`config.mk`:
```
export PLATFORM = sky130hd
export DESIGN_NAME = ram_stream_reader_flat
export DESIGN_NICKNAME = d
export VERILOG_FILES = /design/src/rtl/ram_stream_reader_pkg.sv /design/src/rtl/ram_stream_reader_if.sv /design/src/rtl/ram_stream_reader_fifo.sv /design/src/rtl/ram_stream_reader.sv /design/src/flat_wrapper.sv
export SDC_FILE = /design/constraint.sdc
export NUM_CORES = 1
export LEC_CHECK = 0
export ABC_AREA = 1
export BUFFER_PORTS_ARGS = -buffer_cell sky130_fd_sc_hd__buf_2
export CAP_MARGIN = 20
export CORE_MARGIN = 5
export CORE_UTILIZATION = 40
export CTS_CLUSTER_DIAMETER = 50
export CTS_CLUSTER_SIZE = 30
export DETAILED_ROUTE_END_ITERATION = 12
export PLACE_DENSITY = 0.7
export SKIP_CTS_REPAIR_TIMING = 1
export SYNTH_ARGS = -nofsm -noshare
export SYNTH_HDL_FRONTEND = slang
export SYNTH_SLANG_ARGS = --single-unit
```
`constraint.sdc`:
```
create_clock -name clk -period 4.55 [get_ports clk]
set_input_delay 0 -clock clk [delete_from_list [all_inputs] [get_ports clk]]
set_output_delay 0 -clock clk [all_outputs]
set_load 0.02 [all_outputs]
```
`src/rtl/ram_stream_reader_pkg.sv`:
```
// Shared NPU widths and the issue-credit helper used by the
// scratchpad stream reader.
package ram_stream_reader_pkg;

  localparam int unsigned NPU_DATA_WIDTH = 32;
  localparam int unsigned NPU_ADDR_WIDTH = 12;
  localparam int unsigned RSR_LEN_WIDTH  = 12;

  // A new read may issue only if the word it returns is
  // guaranteed a FIFO slot in the cycle it lands.
  function automatic logic credit_ok(
    input logic [1:0] occ,
    input logic       inflight,
    input logic       pop
  );
    logic [2:0] c;
    c = {1'b0, occ} + {2'b0, inflight} - {2'b0, pop};
    return c < 3'd2;
  endfunction

endpackage

```
`src/rtl/ram_stream_reader_if.sv`:
```
// Valid/ready word stream with a last marker.
interface ram_stream_reader_if #(
  parameter int unsigned DW = 32
);
  logic                 valid;
  logic                 ready;
  logic signed [DW-1:0] data;
  logic                 last;

  modport master (
    output valid,
    output data,
    output last,
    input  ready
  );

  modport slave (
    input  valid,
    input  data,
    input  last,
    output ready
  );
endinterface

```
`src/rtl/ram_stream_reader_fifo.sv`:
```
// Two-entry synchronous FIFO of {last, data} stream words.
module stream_fifo2 #(
  parameter int unsigned W = 33
) (
  input  logic         clk,
  input  logic         reset,
  input  logic         push_i,
  input  logic [W-1:0] wdata_i,
  input  logic         pop_i,
  output logic [W-1:0] rdata_o,
  output logic [1:0]   occ_o,
  output logic         empty_o,
  output logic         full_o
);

  logic [W-1:0] mem_q [2];
  logic         wr_q;
  logic         rd_q;
  logic [1:0]   occ_q;
  logic         do_push;
  logic         do_pop;

  assign empty_o = (occ_q == 2'd0);
  assign full_o  = (occ_q == 2'd2);
  assign occ_o   = occ_q;
  assign rdata_o = mem_q[rd_q];

  // A full FIFO still takes a push when it pops the same slot.
  assign do_pop  = pop_i && !empty_o;
  assign do_push = push_i && (!full_o || do_pop);

  always_ff @(posedge clk) begin
    if (reset) begin
      mem_q[0] <= '0;
      mem_q[1] <= '0;
      wr_q     <= 1'b0;
      rd_q     <= 1'b0;
      occ_q    <= 2'd0;
    end else begin
      if (do_push) begin
        mem_q[wr_q] <= wdata_i;
        wr_q        <= ~wr_q;
      end
      if (do_pop) begin
        rd_q <= ~rd_q;
      end
      unique case ({do_push, do_pop})
        2'b10:   occ_q <= occ_q + 2'd1;
        2'b01:   occ_q <= occ_q - 2'd1;
        default: occ_q <= occ_q;
      endcase
    end
  end

endmodule

```
`src/rtl/ram_stream_reader.sv`:
```
// Strided scratchpad read engine: one RAM read per cycle,
// credit-limited into a 2-entry buffer feeding a word stream.
module ram_stream_reader
  import ram_stream_reader_pkg::*;
#(
  parameter int unsigned DATA_WIDTH = NPU_DATA_WIDTH,
  parameter int unsigned ADDR_WIDTH = NPU_ADDR_WIDTH,
  parameter int unsigned LEN_WIDTH  = RSR_LEN_WIDTH
) (
  input  logic                         clk,
  input  logic                         reset,
  input  logic                         cfg_valid,
  output logic                         cfg_ready,
  input  logic [ADDR_WIDTH-1:0]        cfg_base,
  input  logic [ADDR_WIDTH-1:0]        cfg_stride,
  input  logic [LEN_WIDTH-1:0]         cfg_count,
  output logic                         ram_read_req,
  output logic [ADDR_WIDTH-1:0]        ram_read_addr,
  input  logic signed [DATA_WIDTH-1:0] ram_read_data,
  ram_stream_reader_if.master          out,
  output logic                         busy,
  output logic                         done
);

  typedef enum logic [1:0] {
    S_IDLE  = 2'd0,
    S_RUN   = 2'd1,
    S_DRAIN = 2'd2
  } state_e;

  state_e                state_q;
  logic [ADDR_WIDTH-1:0] addr_q;
  logic [ADDR_WIDTH-1:0] stride_q;
  logic [LEN_WIDTH-1:0]  remain_q;
  logic                  inflight_q;
  logic                  infl_last_q;
  logic                  done_q;

  logic [DATA_WIDTH:0]   fifo_rdata;
  logic [1:0]            occ;
  logic                  empty;
  logic                  unused_full;
  logic                  pop;
  logic                  req;
  logic                  req_last;

  stream_fifo2 #(
    .W (DATA_WIDTH + 1)
  ) u_fifo (
    .clk     (clk),
    .reset   (reset),
    .push_i  (inflight_q),
    .wdata_i ({infl_last_q, ram_read_data}),
    .pop_i   (pop),
    .rdata_o (fifo_rdata),
    .occ_o   (occ),
    .empty_o (empty),
    .full_o  (unused_full)
  );

  assign out.valid = ~empty;
  assign out.data  = fifo_rdata[DATA_WIDTH-1:0];
  assign out.last  = fifo_rdata[DATA_WIDTH];
  assign pop       = out.valid & out.ready;

  assign req_last = (remain_q == LEN_WIDTH'(1));
  assign req      = (state_q == S_RUN)
                 && credit_ok(occ, inflight_q, pop);

  assign ram_read_req  = req;
  assign ram_read_addr = addr_q;
  assign cfg_ready     = (state_q == S_IDLE);
  assign busy          = (state_q != S_IDLE);
  assign done          = done_q;

  always_ff @(posedge clk) begin
    if (reset) begin
      state_q     <= S_IDLE;
      addr_q      <= '0;
      stride_q    <= '0;
      remain_q    <= '0;
      inflight_q  <= 1'b0;
      infl_last_q <= 1'b0;
      done_q      <= 1'b0;
    end else begin
      done_q      <= 1'b0;
      inflight_q  <= req;
      infl_last_q <= req & req_last;
      unique case (state_q)
        S_IDLE: begin
          if (cfg_valid) begin
            addr_q   <= cfg_base;
            stride_q <= cfg_stride;
            remain_q <= cfg_count;
            if (cfg_count == '0) begin
              done_q <= 1'b1;
            end else begin
              state_q <= S_RUN;
            end
          end
        end
        S_RUN: begin
          if (req) begin
            remain_q <= remain_q - LEN_WIDTH'(1);
            // Keep the final address on the bus after the last issue.
            if (req_last) begin
              state_q <= S_DRAIN;
            end else begin
              addr_q <= addr_q + stride_q;
            end
          end
        end
        S_DRAIN: begin
          if (pop && out.last) begin
            state_q <= S_IDLE;
            done_q  <= 1'b1;
          end
        end
        default: state_q <= S_IDLE;
      endcase
    end
  end

endmodule

```
`src/flat_wrapper.sv`:
```
// flat-port wrapper written by rule: the top's interface ports become plain ports
module ram_stream_reader_flat import ram_stream_reader_pkg::*;
#(
  parameter int unsigned DATA_WIDTH = NPU_DATA_WIDTH,
  parameter int unsigned ADDR_WIDTH = NPU_ADDR_WIDTH,
  parameter int unsigned LEN_WIDTH  = RSR_LEN_WIDTH
)
  (clk, reset, cfg_valid, cfg_ready, cfg_base, cfg_stride, cfg_count, ram_read_req, ram_read_addr, ram_read_data, busy, done, out_valid, out_data, out_last, out_ready);
  ram_stream_reader_if #(.DW((32))) out_i ();
  input  logic clk;
  input  logic reset;
  input  logic cfg_valid;
  output logic cfg_ready;
  input  logic [ADDR_WIDTH-1:0] cfg_base;
  input  logic [ADDR_WIDTH-1:0] cfg_stride;
  input  logic [LEN_WIDTH-1:0] cfg_count;
  output logic ram_read_req;
  output logic [ADDR_WIDTH-1:0] ram_read_addr;
  input  logic signed [DATA_WIDTH-1:0] ram_read_data;
  output logic busy;
  output logic done;
  output wire logic [$bits(out_i.valid)-1:0] out_valid;
  output wire logic [$bits(out_i.data)-1:0] out_data;
  output wire logic [$bits(out_i.last)-1:0] out_last;
  input wire logic [$bits(out_i.ready)-1:0] out_ready;
  assign out_valid = out_i.valid;
  assign out_data = out_i.data;
  assign out_last = out_i.last;
  assign out_i.ready = out_ready;
  ram_stream_reader #(.DATA_WIDTH(DATA_WIDTH), .ADDR_WIDTH(ADDR_WIDTH), .LEN_WIDTH(LEN_WIDTH)) u_core (.clk(clk), .reset(reset), .cfg_valid(cfg_valid), .cfg_ready(cfg_ready), .cfg_base(cfg_base), .cfg_stride(cfg_stride), .cfg_count(cfg_count), .ram_read_req(ram_read_req), .ram_read_addr(ram_read_addr), .ram_read_data(ram_read_data), .out(out_i), .busy(busy), .done(done));
endmodule
```
==> metrics.txt, run 1 <==
Seq/Total Area, Yosys 50.26%; initial DRC count 237; hold-critical path endpoint u_core.u_fifo.mem_q[1][30]; Worst Skew 10.14 ps; Slew @ Worst Pin 961.7 ps; Netlist Area Pre-Place 5776 µm²; min cycle time layout 3135 ps; layout cell share with drive strength beyond 1 25.49%; Clk pwr share 24.1%; final WL 13.45 mm; GRT met3 Usage 2.497%; flop-to-flop setup slack 1410 ps; slowest library cell on the worst path fa_1; max-cap violations 0; Global Route Usage Sum 15.35%; worst reg2reg startpoint u_core.u_fifo.occ_o[1]; Max Root-Sink Buffers 2; FP Rows 44; Core Region 14370 µm²; die height 130.2 µm; Area Growth Syn to Fin 24.33%; Post-DP HPWL 9.110 mm; number of placed instances, taps included 953; first-pass GRT wire length 20.77 mm; Starting Density 40.20%; Comb power frac 36.1%; Pwr Total 3.270 mW; Net Sw Frac 37.68%; maximum clock rate 319.0 MHz; fin crit share 68.90%; relative slew slack 35.81%; Psw 1.232 mW; Crit Path Class reg -> reg; DRC viols 0; vias per cell 4.726; Non-Filler Instances 1008; Pwr Density 455.5 nW/µm²; P_int 2.038 mW; met1 GRT Util 20.67%; CP required 4790 ps; routed len/inst 13.34 µm; Clock Sinks 112; Netlist cell types 37; Critical Path End Type register; crit path launch type register; total grt overflow 0; final setup vio count 0; peak supply drop 213.0 µV; vias post-DR 4764; cell mode on critical path nand2_2; final hold slack -35.76 ps; CP arrival 3380 ps; Slew Limit Fails 0; worst reg2reg endpoint u_core.ram_read_addr[6]; IO Pins 122; busiest grt layer met2; root buf cell clkbuf_16; DIE AREA 16940 µm²; worst path cell trace inv_1, nand2_2, nand2_2, inv_1, ha_1, or2_2, fa_1, o21ai_0, a21oi_1, nand2_2, nand2_4, nand2_4, inv_2, nand2_1, nor2_1, nor2_1; final antenna-violating net count 0; Worst-path clk slew 80 ps; RSZ-0062 raised after global routing no; setup_tns 0 ps; number of synthesized register bits 112; Pre-antenna DRT Iters 4; H-Tree Depth 3; synthesized area per cell 8.672 µm²; sequential power share 39.8%; Lkg Pwr 3.415 nW; initial antenna violation count 0; Final nets 908; hold crit path type in -> reg; WP buf/inv 3; Slowest Stage Delay on Critical Path 480 ps; total CTS buffers 9; Inserted Diodes 0; hold path startpoint ram_read_data[30]; failing checks hold timing; grt met2 use 25.59%; hold path depth 3; Largest delay share family, worst path simple AND/OR/NAND/NOR gates; Mapped Cells 666; Final Hold Violating Endpoints 15; R2R depth 16; vias in the first global route 4302; clock latency on the worst-skew pair 350 ps; Buffers on Ports 121; post-layout util 49.97%; TritonCTS clock tree done; Max Fanout on Critical Path 18; fillers 1358; Die Width 130.2 µm; result of the run finished, violations left; Routability Congestion 0.8529; largest net degree at the start of global routing 35; syn_nets 755; Yosys warnings 0
[metrics by stage]
step	setup WS (ps)	hold slack (ps)	instance area, µm²
4_1_cts	1398	-149.8	6790
6_report	1415	-35.76	7181
3_3_place_gp	1491	222.3	6500
3_5_place_dp	1419	225.9	6500
2_1_floorplan	1769	134.9	5776
5_1_grt	1131	2.628	7181
[registers in the layout, summed over array words and instances (netlist names), named ones only]
| register | flops |
|---|---|
| u_core.stride_q | 12 |
| u_core.ram_read_addr | 12 |
| u_core.u_fifo.mem_q | 66 |
| u_core.done | 1 |
| u_core.inflight_q | 1 |
| u_core.state_q | 2 |
| u_core.remain_q | 12 |
| u_core.infl_last_q | 1 |
| u_core.u_fifo.rd_q | 1 |
| u_core.u_fifo.occ_o | 2 |
| u_core.u_fifo.wr_q | 1 |
[metal layers]
layer,up-vias,share of wire (%),wire length [µm]
met5,-,0,0
met4,0,0.98,132
met3,10,5.9,798
met2,130,47,6381
met1,2162,46,6132
li1,2462,-,-
[how the worst max path moves through the flow]
| stage | slack [ps] | to | start | cells past startpoint |
|---|---|---|---|---|
| 6_report | 1410 | u_core.ram_read_addr[6] | u_core.u_fifo.occ_o[1] | 16 |
| 5_1_grt | 1130 | u_core.ram_read_addr[6] | u_core.u_fifo.occ_o[1] | 16 |
| 4_1_cts | 1400 | u_core.ram_read_addr[6] | u_core.u_fifo.occ_o[1] | 16 |
| 3_5_place_dp | 1420 | u_core.ram_read_addr[6] | u_core.u_fifo.occ_o[1] | 16 |
| 3_3_place_gp | 1490 | u_core.ram_read_addr[6] | u_core.u_fifo.occ_o[1] | 16 |
| 2_1_floorplan | 1770 | u_core.ram_read_addr[7] | u_core.u_fifo.occ_o[1] | 15 |
[power groups by stage]
stage	Clock, mW	Sequential [mW]	Combinational (mW)
after floorplan	0	1.34	0.858
after CTS	0.812	1.30	1.17
after detailed placement	0	1.33	1.16
after global placement	0	1.32	1.15
after global routing	0.855	1.32	1.32
final	0.789	1.30	1.18
[kinds of logic after synthesis]
group,synth area share [%]
flip-flops,50.26
multiplexers,6.434
buffers and inverters,8.427
AO/OA/AOI/OAI,8.016
AND/OR/NAND/NOR,22.16
XOR/XNOR,0.7582
adder cells (fa/ha/maj),3.943
[layout make-up]
type / count / area (µm²) / share of cell area [%]
clock buffer: 9 / 225.2 / 3.136
clock inverter: 7 / 65.06 / 0.9061
inverter: 88 / 330.3 / 4.600
multi-input combinational: 442 / 2386 / 33.23
sequential: 112 / 2903 / 40.43
tap: 184 / 230.2 / 3.206
timing repair buffer: 166 / 1041 / 14.50
[worst reg2reg max path: stages, from the launching register on]
cell and delay [ps]:
dfxtp_1 430, inv_1 110, nand2_2 80, nand2_2 60, inv_1 140, ha_1 240
or2_2 300, fa_1 480, o21ai_0 70, a21oi_1 200, nand2_2 120, nand2_4 220
nand2_4 190, inv_2 170, nand2_1 60, nor2_1 100, nor2_1 50
[layout by cell type, fill, tap and decap left out, types with 2 or more instances in the layout]
cell / count
nand3_1: 27
nand2_2: 11
a21oi_1: 30
o21ai_0: 36
clkbuf_16: 9
mux2_2: 33
buf_4: 6
buf_2: 121
inv_6: 3
dlygate4sd3_1: 39
a21oi_2: 7
nand2_1: 109
or2_2: 2
inv_8: 3
dfxtp_1: 46
inv_2: 5
nor2_2: 3
ha_1: 15
nor2_1: 133
nand2_4: 2
xor2_1: 4
nand4_1: 6
o21ai_1: 7
fa_1: 2
inv_1: 83
nor3_1: 4
edfxtp_1: 66
[cells in the mapped netlist, drive strengths merged]
| cell type | count | area, µm² |
|---|---|---|
| nor2 | 137 | 529.3 |
| nand2 | 122 | 500.5 |
| inv | 88 | 330.3 |
| edfxtp | 66 | 1982 |
| dfxtp | 46 | 920.9 |
| o21ai | 43 | 215.2 |
| a21oi | 37 | 211.5 |
| mux2 | 33 | 371.6 |
| nand3 | 27 | 135.1 |
| buf | 18 | 133.9 |
| ha | 15 | 187.7 |
| nand4 | 7 | 50.05 |
| clkbuf | 6 | 22.52 |
| nor3 | 6 | 46.30 |
| xor2 | 4 | 35.03 |
| fa | 2 | 40.04 |
| or2 | 2 | 12.51 |
| a211oi | 1 | 7.510 |
| nor4 | 1 | 6.260 |
| o211ai | 1 | 7.510 |
| o21a | 1 | 7.510 |
| o22ai | 1 | 6.260 |
| o31ai | 1 | 7.510 |
| xnor2 | 1 | 8.760 |
Note: power is estimated with default switching activity, not from simulation.
==> run 2, diff against run 1 <==
--- a/config.mk
+++ b/config.mk
@@ -13,7 +13,7 @@
 export CTS_CLUSTER_DIAMETER = 50
 export CTS_CLUSTER_SIZE = 30
 export DETAILED_ROUTE_END_ITERATION = 12
-export PLACE_DENSITY = 0.7
+export PLACE_DENSITY = 0.72
 export SKIP_CTS_REPAIR_TIMING = 1
 export SYNTH_ARGS = -nofsm -noshare
 export SYNTH_HDL_FRONTEND = slang
==> constraint.sdc (replaced) <==
create_clock -name clk -period 2.8 [get_ports clk]
set_input_delay 0 -clock clk [delete_from_list [all_inputs] [get_ports clk]]
set_output_delay 0 -clock clk [all_outputs]
set_load 0.02 [all_outputs]
==> run 2 against run 1 <==
Compared with the run above: the run still ends with hold timing left; via count grew 3.8%; maximum frequency grew 18%; total power grew 75%; combinational power grew 83%; clock skew shrank 4.2 ps; clock power grew 84%.
==> metrics.txt, run 2 (same netlist as run 1, synthesis figures left out) <==
Slew @ Worst Pin 473.3 ps (-488.4 ps); Routability Congestion 0.8619 (+1.1%); Largest Register u_core.u_fifo.mem_q; hold crit path type in -> reg; Pre-antenna DRT Iters 4 (unchanged); IO Pins 122 (unchanged); Max Fanout on Critical Path 7 (-11); CP required 3020 ps (-1770 ps); final antenna-violating net count 0 (unchanged); final WL 13.81 mm (+2.7%); R2R depth 15 (-1); largest net degree at the start of global routing 35 (unchanged); result of the run finished, violations left; flip-flop and latch area 2904 µm² (about the same); crit path launch type register; clock latency on the worst-skew pair 350 ps (about the same); Die Width 130.2 µm (unchanged); area of the multi-input gates 2405 µm² (+0.79%); initial antenna violation count 0 (unchanged); most frequent cells in the layout nor2_1, buf_2, nand2_1; die height 130.2 µm (unchanged); first-pass GRT wire length 21.44 mm (+3.2%); Final Cell Area 7447 µm² (+3.7%); hold-critical path endpoint u_core.ram_read_addr[0]; hold path startpoint cfg_base[0]; vias post-DR 4944 (+3.8%); slowest library cell on the worst path fa_1; peak supply drop 334.6 µV (+57%); flop-to-flop setup slack 150 ps (-1260 ps); Slowest Stage Delay on Critical Path 480 ps (about the same); vias in the first global route 4510 (+4.8%); Starting Density 40.20% (unchanged); Pwr Density 768.6 nW/µm² (+69%); Largest delay share family, worst path adder cells; WP buf/inv 4 (+1); max-cap violations 0 (unchanged); Max Root-Sink Buffers 2 (unchanged); Final nets 926 (+2.0%); max reg flops 66 (unchanged); total CTS buffers 9 (unchanged); DP Area 6568 µm² (+1.0%); hold path depth 5 (+2); final setup vio count 0 (unchanged); worst path cell trace inv_2, nand2_2, nand2_2, inv_2, ha_1, or2_4, fa_1, o21ai_1, a21oi_2, nand2_2, nand2_4, buf_12, clkinvlp_4, o21ai_1, a21oi_1; root buf cell clkbuf_16; worst setup margin 151.3 ps (-1264 ps); FP Rows 44 (unchanged); final hold slack -25.64 ps (+10.13 ps); Worst-path clk slew 80 ps (about the same); fillers 1323 (-2.6%); worst reg2reg endpoint u_core.remain_q[3]; Lkg Pwr 3.532 nW (+3.4%); vias per cell 4.819 (+2.0%); Buffers on Ports 121 (unchanged); DRC viols 0 (unchanged); Setup WS pre-CTS -40.40 ps (-1459 ps); Core Region 14370 µm² (unchanged); Area Growth Syn to Fin 28.94%; fin crit share 94.60% (+26 points); initial DRC count 302 (+27%); worst reg2reg startpoint u_core.u_fifo.occ_o[0]; H-Tree Depth 3 (unchanged); Post-DP HPWL 9.290 mm (+2.0%); RSZ-0062 raised after global routing no; Inserted Diodes 0 (unchanged); CP arrival 2870 ps (-510 ps); post-layout util 51.83% (+1.9 points); Crit Path Class reg -> reg; Pwr Total 5.724 mW (+75%); Global Route Usage Sum 16.04% (+0.69 points); min cycle time layout 2649 ps (-486.3 ps); Slew Limit Fails 0 (unchanged); routed len/inst 13.46 µm (+0.92%); commonest non-fill, non-tap cell in the layout nor2_1; Clock Sinks 112 (unchanged); Critical Path End Type register; Final Hold Violating Endpoints 7 (-8); cell mode on critical path nand2_2; maximum clock rate 377.5 MHz (+18%); total grt overflow 0 (unchanged); Worst Skew 5.971 ps (-4.171 ps); layout cell share with drive strength beyond 1 27.43% (+1.9 points); DIE AREA 16940 µm² (unchanged); relative slew slack 68.45% (+33 points); failing checks hold timing; TritonCTS clock tree done
## run 2: metal layers
metal  global-route usage [%]  routed length (µm)  vias up
met2                    26.86                6446      149
met3                    2.906                 867       18
met5                        0                   0        -
met4                    5.990                 273        0
met1                    20.74                6225     2281
li1                         -                   -     2496
## run 2: how the worst max path moves through the flow
stage	start	to	slack, ps	depth (start not counted)
global placement	u_core.u_fifo.occ_o[1]	u_core.remain_q[11]	50	15
global route	u_core.u_fifo.occ_o[0]	u_core.remain_q[3]	20	15
detailed placement	u_core.u_fifo.occ_o[1]	u_core.remain_q[3]	-40	15
CTS	u_core.u_fifo.occ_o[1]	u_core.remain_q[3]	-60	15
finish	u_core.u_fifo.occ_o[0]	u_core.remain_q[3]	150	15
floorplan	u_core.u_fifo.occ_o[1]	u_core.ram_read_addr[7]	20	15
## run 2: layout make-up
| cell class | count | share of cell area (%) |
|---|---|---|
| tap | 184 | 3.091 |
| sequential | 112 | 39.00 |
| multi-input combinational | 442 | 32.29 |
| clock inverter | 7 | 1.495 |
| clock buffer | 9 | 3.024 |
| timing repair buffer | 184 | 16.58 |
| inverter | 88 | 4.519 |
## run 2: worst min-delay path: cells and delay by family
family,cells,cell delay (ps)
buffers and inverters,1,80
AND/OR/NAND/NOR,3,160
AO/OA/AOI/OAI,1,60
## run 2: report_power, final
group / switching, mW / total (mW) / internal (mW)
clock network: 0.640 / 1.45 / 0.808
logic: 1.27 / 2.16 / 0.886
registers: 0.149 / 2.12 / 1.97
total: 2.06 / 5.72 / 3.66
## run 2: through the flow
step	cells	hold slack (ps)	TNS, ps
global route	1026	0.8466	0
finish	1026	-25.64	0
detailed placement	962	231.5	-76.94
floorplan	666	134.9	0
global placement	962	223.4	0
CTS	978	-148.2	-148.6
